--- src/rtl/run_monitor.sv ---
// Run-control monitor for the MIPS core: watches the retire stream and halts on a NOP run,
// a misaligned PC, a breakpoint hit or a cycle budget, latching the cause and PC.
module run_monitor #(
  parameter int unsigned XLEN        = 32,
  parameter int unsigned CW          = 32,
  parameter int unsigned NOP_LIMIT   = 6,
  parameter int unsigned CYCLE_LIMIT = 10000000,
  parameter int unsigned NBP         = 2
) (
  input  logic                  clk_i,
  input  logic                  rst_i,
  input  logic                  retire_i,
  input  logic [XLEN-1:0]       pc_i,
  input  logic [31:0]           ir_i,
  input  logic [NBP-1:0]        bp_en_i,
  input  logic [NBP*XLEN-1:0]   bp_addr_i,
  input  logic                  resume_i,
  output logic                  halt_o,
  output logic [2:0]            halt_cause_o,
  output logic [XLEN-1:0]       halt_pc_o,
  output logic [CW-1:0]         cycle_o,
  output logic [7:0]            nop_run_o
);

  localparam int unsigned NW = 8;
  localparam logic [2:0] C_NONE     = 3'd0;
  localparam logic [2:0] C_NOP      = 3'd1;
  localparam logic [2:0] C_MISALIGN = 3'd2;
  localparam logic [2:0] C_BP       = 3'd3;
  localparam logic [2:0] C_CYCLE    = 3'd4;

  typedef enum logic {S_RUN, S_HALT} state_e;

  state_e            state_q, state_d;
  logic              halt_q, halt_d;
  logic [2:0]        cause_q, cause_d;
  logic [XLEN-1:0]   halt_pc_q, halt_pc_d;
  logic [CW-1:0]     cycle_q, cycle_d;
  logic [NW-1:0]     nop_run_q, nop_run_d;
  logic [XLEN-1:0]   last_pc_q, last_pc_d;
  logic              skip_bp_q, skip_bp_d;

  logic              is_nop_c;
  logic              bp_hit_c;
  logic [NW:0]       nop_sum_c;
  logic [NW-1:0]     nop_sat_c;
  logic [CW:0]       cycle_sum_c;
  logic [CW-1:0]     cycle_sat_c;
  logic [2:0]        cause_c;

  // Halt-condition evaluation in priority order; only acted on while running.
  always_comb begin
    is_nop_c    = (ir_i == 32'd0);
    bp_hit_c    = 1'b0;
    nop_sum_c   = {1'b0, nop_run_q} + (NW+1)'(1);
    nop_sat_c   = (nop_run_q == {NW{1'b1}}) ? nop_run_q : nop_sum_c[NW-1:0];
    cycle_sum_c = {1'b0, cycle_q} + (CW+1)'(1);
    cycle_sat_c = (cycle_q == {CW{1'b1}}) ? cycle_q : cycle_sum_c[CW-1:0];
    cause_c     = C_NONE;
    for (int i = 0; i < int'(NBP); i++) begin
      if (bp_en_i[i] && (pc_i == bp_addr_i[i*XLEN +: XLEN])) begin
        bp_hit_c = 1'b1;
      end
    end
    if (retire_i && (pc_i[1:0] != 2'b00)) begin
      cause_c = C_MISALIGN;
    end else if (retire_i && bp_hit_c && !skip_bp_q) begin
      cause_c = C_BP;
    end else if (retire_i && is_nop_c && (NOP_LIMIT != 0) &&
                 (nop_sum_c >= (NW+1)'(NOP_LIMIT))) begin
      cause_c = C_NOP;
    end else if ((CYCLE_LIMIT != 0) && (cycle_sum_c >= (CW+1)'(CYCLE_LIMIT))) begin
      cause_c = C_CYCLE;
    end
  end

  // Next-state and register updates.
  always_comb begin
    state_d   = state_q;
    halt_d    = halt_q;
    cause_d   = cause_q;
    halt_pc_d = halt_pc_q;
    cycle_d   = cycle_q;
    nop_run_d = nop_run_q;
    last_pc_d = last_pc_q;
    skip_bp_d = skip_bp_q;
    if (state_q == S_RUN) begin
      cycle_d = cycle_sat_c;
      if (retire_i) begin
        nop_run_d = is_nop_c ? nop_sat_c : '0;
        last_pc_d = pc_i;
        skip_bp_d = 1'b0;
      end
      if (cause_c != C_NONE) begin
        state_d   = S_HALT;
        halt_d    = 1'b1;
        cause_d   = cause_c;
        halt_pc_d = (cause_c == C_CYCLE) ? last_pc_d : pc_i;
      end
    end else begin
      // Cycle-budget halts are sticky until reset.
      if (resume_i && (cause_q != C_CYCLE)) begin
        state_d   = S_RUN;
        halt_d    = 1'b0;
        cause_d   = C_NONE;
        nop_run_d = '0;
        skip_bp_d = 1'b1;
      end
    end
  end

  always_ff @(posedge clk_i) begin
    if (rst_i) begin
      state_q   <= S_RUN;
      halt_q    <= 1'b0;
      cause_q   <= C_NONE;
      halt_pc_q <= '0;
      cycle_q   <= '0;
      nop_run_q <= '0;
      last_pc_q <= '0;
      skip_bp_q <= 1'b0;
    end else begin
      state_q   <= state_d;
      halt_q    <= halt_d;
      cause_q   <= cause_d;
      halt_pc_q <= halt_pc_d;
      cycle_q   <= cycle_d;
      nop_run_q <= nop_run_d;
      last_pc_q <= last_pc_d;
      skip_bp_q <= skip_bp_d;
    end
  end

  assign halt_o       = halt_q;
  assign halt_cause_o = cause_q;
  assign halt_pc_o    = halt_pc_q;
  assign cycle_o      = cycle_q;
  assign nop_run_o    = nop_run_q;

endmodule

--- config.mk ---
export PLATFORM = sky130hd
export DESIGN_NAME = run_monitor
export DESIGN_NICKNAME = d
export VERILOG_FILES = /design/src/rtl/run_monitor.sv
export SDC_FILE = /design/constraint.sdc
export NUM_CORES = 1
export LEC_CHECK = 0
export CAP_MARGIN = 20
export CORE_UTILIZATION = 42
export CTS_CLUSTER_DIAMETER = 150
export CTS_CLUSTER_SIZE = 30
export DETAILED_ROUTE_END_ITERATION = 10
export PLACE_DENSITY = 0.78
export RECOVER_POWER = 25
export SLEW_MARGIN = 20
export SYNTH_ARGS = -nofsm -noshare
export SYNTH_HDL_FRONTEND = slang
export SYNTH_SLANG_ARGS = --single-unit
--- constraint.sdc ---
create_clock -name clk_i -period 3.1 [get_ports clk_i]
set_input_delay 0.62 -clock clk_i [delete_from_list [all_inputs] [get_ports clk_i]]
set_output_delay 0.62 -clock clk_i [all_outputs]
set_load 0.005 [all_outputs]
# Word level (Yosys, flattened, before mapping)
# Cells that the tools add are included.
# word_totals
output_inout_bits,76
reg_bits,110
input_bits,134
# classes
eq_ne,8
n_bitwise,2
mux,25
n_reduce_logical,19
addsub,2
order_cmp,2
# op_table
operator,n
32-bit == test,2
32-bit 2-to-1 mux,2
8-bit 2-to-1 mux,5
"32-bit by 1-bit adder with 33-bit output, second input constant",1
"33-bit by 24-bit greater-or-equal comparator with 1-bit output, second input constant",1
"32-bit == test, second input constant",1
32-bit zero test,1
3-bit 2-to-1 mux,7
1-bit 2-to-1 mux,11
"8-bit by 1-bit adder with 9-bit output, second input constant",1
"9-bit by 3-bit greater-or-equal comparator with 1-bit output, second input constant",1
"8-bit == test, second input constant",1
1-bit logical AND,8
2-bit AND reduction,4
"3-bit != test, second input constant",2
2-bit nonzero test,3
"3-bit == test, second input constant",1
3-bit AND reduction,1
3-bit nonzero test,1
"2-bit by 1-bit != test with 1-bit output, second input constant",1
1-bit inverter,2
1-bit zero test,1

# Logic depth before layout (Yosys ltp)
# logic_depth
word_depth,11
ltp_mapped,13
mapped_depth_nobuf,10

# Least setup slack after synthesis
# Ideal clock, no wire load.
# synth_path
path_type,register -> register
from,register cycle_q[10] (netlist: cycle_o[10])
to,register halt_pc_q[10] (netlist: halt_pc_o[10])
t_arrival_ns,3.011
setup_time_ns,0.119
n_path_buf,4
setup_slack_ns,-0.029
required_time_ns,2.981
period_less_slack_ns,3.129
stages_incl_launch_ff,14
path_cell_list,dfxtp_1 buf_2 nand4_1 or4_1 buf_2 a2111oi_2 or3_1 o221ai_1 a211o_1 and3_1 or3_1 buf_2 buf_6 o221a_1
# synth_between
elab_chain_len,8
elab_cells_between_ends,10
classes_between,1 x add/sub; 1 x order compare; 1 x eq/ne; 5 x mux; 2 x reduce/logical
# synth_lines
element,line,rtl
"start, declared",38,"logic [CW-1:0] cycle_q, cycle_d;"
"start signal, assigned",127,cycle_q <= cycle_d;
32-bit by 1-bit adder with 33-bit output (*),57,"cycle_sum_c = {1'b0, cycle_q} + (CW+1)'(1);"
33-bit by 24-bit greater-or-equal comparator with 1-bit output (*),72,end else if ((CYCLE_LIMIT != 0) && (cycle_sum_c >= (CW+1)'(CYCLE_LIMIT))) begin
3-bit 2-to-1 mux (*),72,
3-bit 2-to-1 mux (*),69,end else if (retire_i && is_nop_c && (NOP_LIMIT != 0) &&
3-bit 2-to-1 mux (*),67,end else if (retire_i && bp_hit_c && !skip_bp_q) begin
3-bit 2-to-1 mux (*),65,if (retire_i && (pc_i[1:0] != 2'b00)) begin
3-bit == test or 3-bit nonzero test (tied branches),"98, 94",
32-bit 2-to-1 mux or 2-bit AND reduction (tied branches),-,
"end signal, assigned",126,halt_pc_q <= halt_pc_d;
"end, declared",37,"logic [XLEN-1:0] halt_pc_q, halt_pc_d;"
# Mark *: on every way between the ends. The rest lies on a longest branch, timed or not.
# A chain may end at the register's enable or synchronous reset.

# Worst setup path in the final report
# layout_path
from,register cycle_q[12] (netlist: cycle_o[12])
to,register halt_pc_q[7] (netlist: halt_pc_o[7])
# Same word-level chain as after synthesis.

==> flow_summary.ini <==
[place]
io_buffers = 209
dp_hpwl_um = 15210
place.gp.congestion = 0.9532
dpl-instance-area_sq_um = 8950

[routing]
num_vias = 6637
drtIter0Drc = 514
wl_per_cell_um = 16.76
via_per_inst = 5.440
drt-pass1-iter-count = 5
drcViolationCount = 0
wl_um = 20450
ant_nets = 0

[clocking]
clkLatencyLatePin_ps = 360
clock_sinks = 110
root_buffer = clkbuf_16
numCtsBuffers = 9
path_clk_slew_ps = 70
htreeDepth = 3
cts.path.max_buffers = 2
cts_tree = done

[synthesis]
syn_inst = 759
syn_area_per_cell_sq_um = 7.990
synth_edf_count = 0
yosysWarningCount = 0
synth.distinct_cells = 58
async_flop_share_pct = 0
syn_area_sq_um = 6065
synth-seq-area-share_pct = 36.31
synth_seq_cells = 110
synth_fp_nets = 896
synth_flop_cell = dfxtp_1

[critical_path]
crit_buf_inv = 2
crit_arrival_ps = 3310
crit_path_max_fanout = 23
crit_path_top_delay_cell = or4_4
path_cells = nand4_1, buf_4, or4_4, nor4_1, or3_1, o221ai_1, a211o_1, and3_4, or3_4, buf_12, o221a_2
worstSetupPathType = reg2reg
max_stage_delay_ps = 480
rrSetupSlack_ps = 50
crit_family = simple AND/OR/NAND/NOR gates
required_ps = 3360
start_kind = flop
endpoint_kind = flop

[sta]
skew_ps = 11.09
finalHoldViolCount = 0
fin_crit_ps = 3048
hold_slack_ps = 458.2
tightest_slew_ps = 781.9
setup_violations = 0
slew_violations = 0
finalSetupTns_ps = 0
fin_crit_sh_pct = 98.33
rsz0062_at_grt = yes
fmax_ghz = 0.3281
slew_headroom_pct = 47.87

[floorplanning]
ios = 210
die-area_sq_um = 14920
die_w_um = 122.2
die_h_um = 122.2
num_rows = 43
start_util_pct = 43.35
core_area_sq_um = 13990

[finish]
fillerInstances = 1166
multi_input_area_sq_um = 3735
nets = 1172
area_delta_synth_final_pct = 55.83
design_area_sq_um = 9450
layout-drive-gt1-share_pct = 16.63
num_antenna_cells = 0
final-seq-area_sq_um = 2210

[power_and_ir_drop]
power_leakage_uw = 0.003596
ir_drop_mv = 0.2971
power.density_nw_per_um2 = 354.8

[global_route]
antenna_found_initial = 0
gr-total-overflow = 0
grt_max_degree = 73
grt_use_total_pct = 26.66
grt_util_met1_pct = 35.66
grt_pass1_vias = 5904
grt_use_met2_pct = 43.54
busiest_layer = met2
met3_usage_pct = 5.618
grt_pass1_wl_um = 30850

[outcome]
status = finished, final reports clean

[flow_run]
maxCapViolCount = 0

[hold_path]
hold_class = reg2reg
==> worst reg2reg max path, delay by kind of cell (launching register included) <==
family	cells	cell delay [ps]
AOI/OAI and AO/OA	3	690
and+or+nand+nor	6	1610
buffers and inverters	2	330
DFF	1	330
==> area by class of cell <==
class	count	share of cell area, %
multi-input combinational	576	39.52
clock inverter	6	0.5164
tap	180	2.383
inverter	29	1.152
timing repair buffer	309	30.52
clock buffer	10	2.529
sequential	110	23.38
==> placed cells by master (no fill, tap or decap), types with 19 or more instances in the layout <==
cell / netlist / final
o221a_1: 20 / 20
a21oi_1: 79 / 78
dfxtp_1: 110 / 104
inv_1: 29 / 29
nor2_1: 58 / 57
buf_4: 0 / 97
clkdlybuf4s50_1: 0 / 200
o21ai_0: 22 / 22
xor2_1: 80 / 80
nand4_1: 19 / 19
nor4_1: 29 / 19
nand2_1: 100 / 100
==> logic make-up (layout without fill, tap and decap cells) <==
logic type                 after synthesis  count (layout)  synth area share (%)
xor gates and xnor gates                92              92                 13.29
and+or+nand+nor                        310             310                 25.44
adders and majority gates                3               3                0.6190
AOI/OAI and AO/OA                      168             168                 18.88
muxes                                    3               3                0.5158
buffers and inverters                   73             354                 4.951
DFF                                    110             110                 36.31
==> worst paths after layout <==
check,cells after the start,from,endpoint
worst min register to register,2,last_pc_q[0]$_SDFFE_PP0N_,last_pc_q[0]$_SDFFE_PP0N_
worst max-delay path,11,cycle_o[12]$_SDFFE_PP0P_,halt_pc_o[7]$_SDFFE_PP0P_
worst min-delay path,2,last_pc_q[0]$_SDFFE_PP0N_,last_pc_q[0]$_SDFFE_PP0N_
worst max register to register,11,cycle_o[12]$_SDFFE_PP0P_,halt_pc_o[7]$_SDFFE_PP0P_
==> through the flow <==
step                      instances  total power (uW)  utilization [%]  setup WS, ps
after global placement         1201              2213            63.98        -482.4
after detailed placement       1201              2224            63.98        -578.2
after global routing           1220              3494            67.56        -53.61
final                          1220              3353            67.56         51.79
after CTS                      1217              3361            66.22         8.474
after floorplan                 759              1801                -         1.199
==> flip-flops by register name, indices dropped and copies added, names as in the netlist <==
register,cells
cycle_o,32
halt_cause_o,3
halt_o,1
halt_pc_o,32
last_pc_q,32
nop_run_o,8
skip_bp_q,1
state_q,1
==> synthesized netlist by cell type, types with 4 or more instances <==
cell type,instances,area [sq um]
nand2b_1,10,62.56
buf_2,9,45.04
dfxtp_1,110,2202
or2_2,4,25.02
inv_1,29,108.9
nand2_1,100,375.4
nor4_1,29,181.4
nand4_1,19,118.9
and2_1,4,25.02
and3_1,16,100.1
xnor2_1,12,105.1
o21ai_0,22,110.1
a31o_2,4,35.03
or3_1,13,81.33
nand3_1,20,100.1
a311oi_1,11,96.34
nor2_1,58,217.7
xor2_1,80,700.7
o221a_1,20,225.2
or3b_2,4,35.03
nor3_1,18,90.09
a21oi_1,79,395.4
clkbuf_1,32,120.1
==> power by group <==
part           leakage (uW)  switching [uW]  internal, uW
clock              0.000144             563           580
combinational       0.00255             298           380
sequential         0.000902            45.5          1490
==> layer usage <==
layer,vias to the layer above,wire length [um]
li1,3249,-
met1,3136,8901
met2,233,10100
met3,19,1176
met4,0,268
met5,-,0
==> timing repair <==
| action | 4_1_cts | 5_1_grt |
|---|---|---|
| endpoints found under the setup margin | 35 | 36 |
| pin swaps | 1 | 11 |
| buffers inserted | 0 | 3 |
| hold buffers | 0 | 0 |
| gates resized for setup | 5 | 39 |
Power figures use the tool's default switching activity.
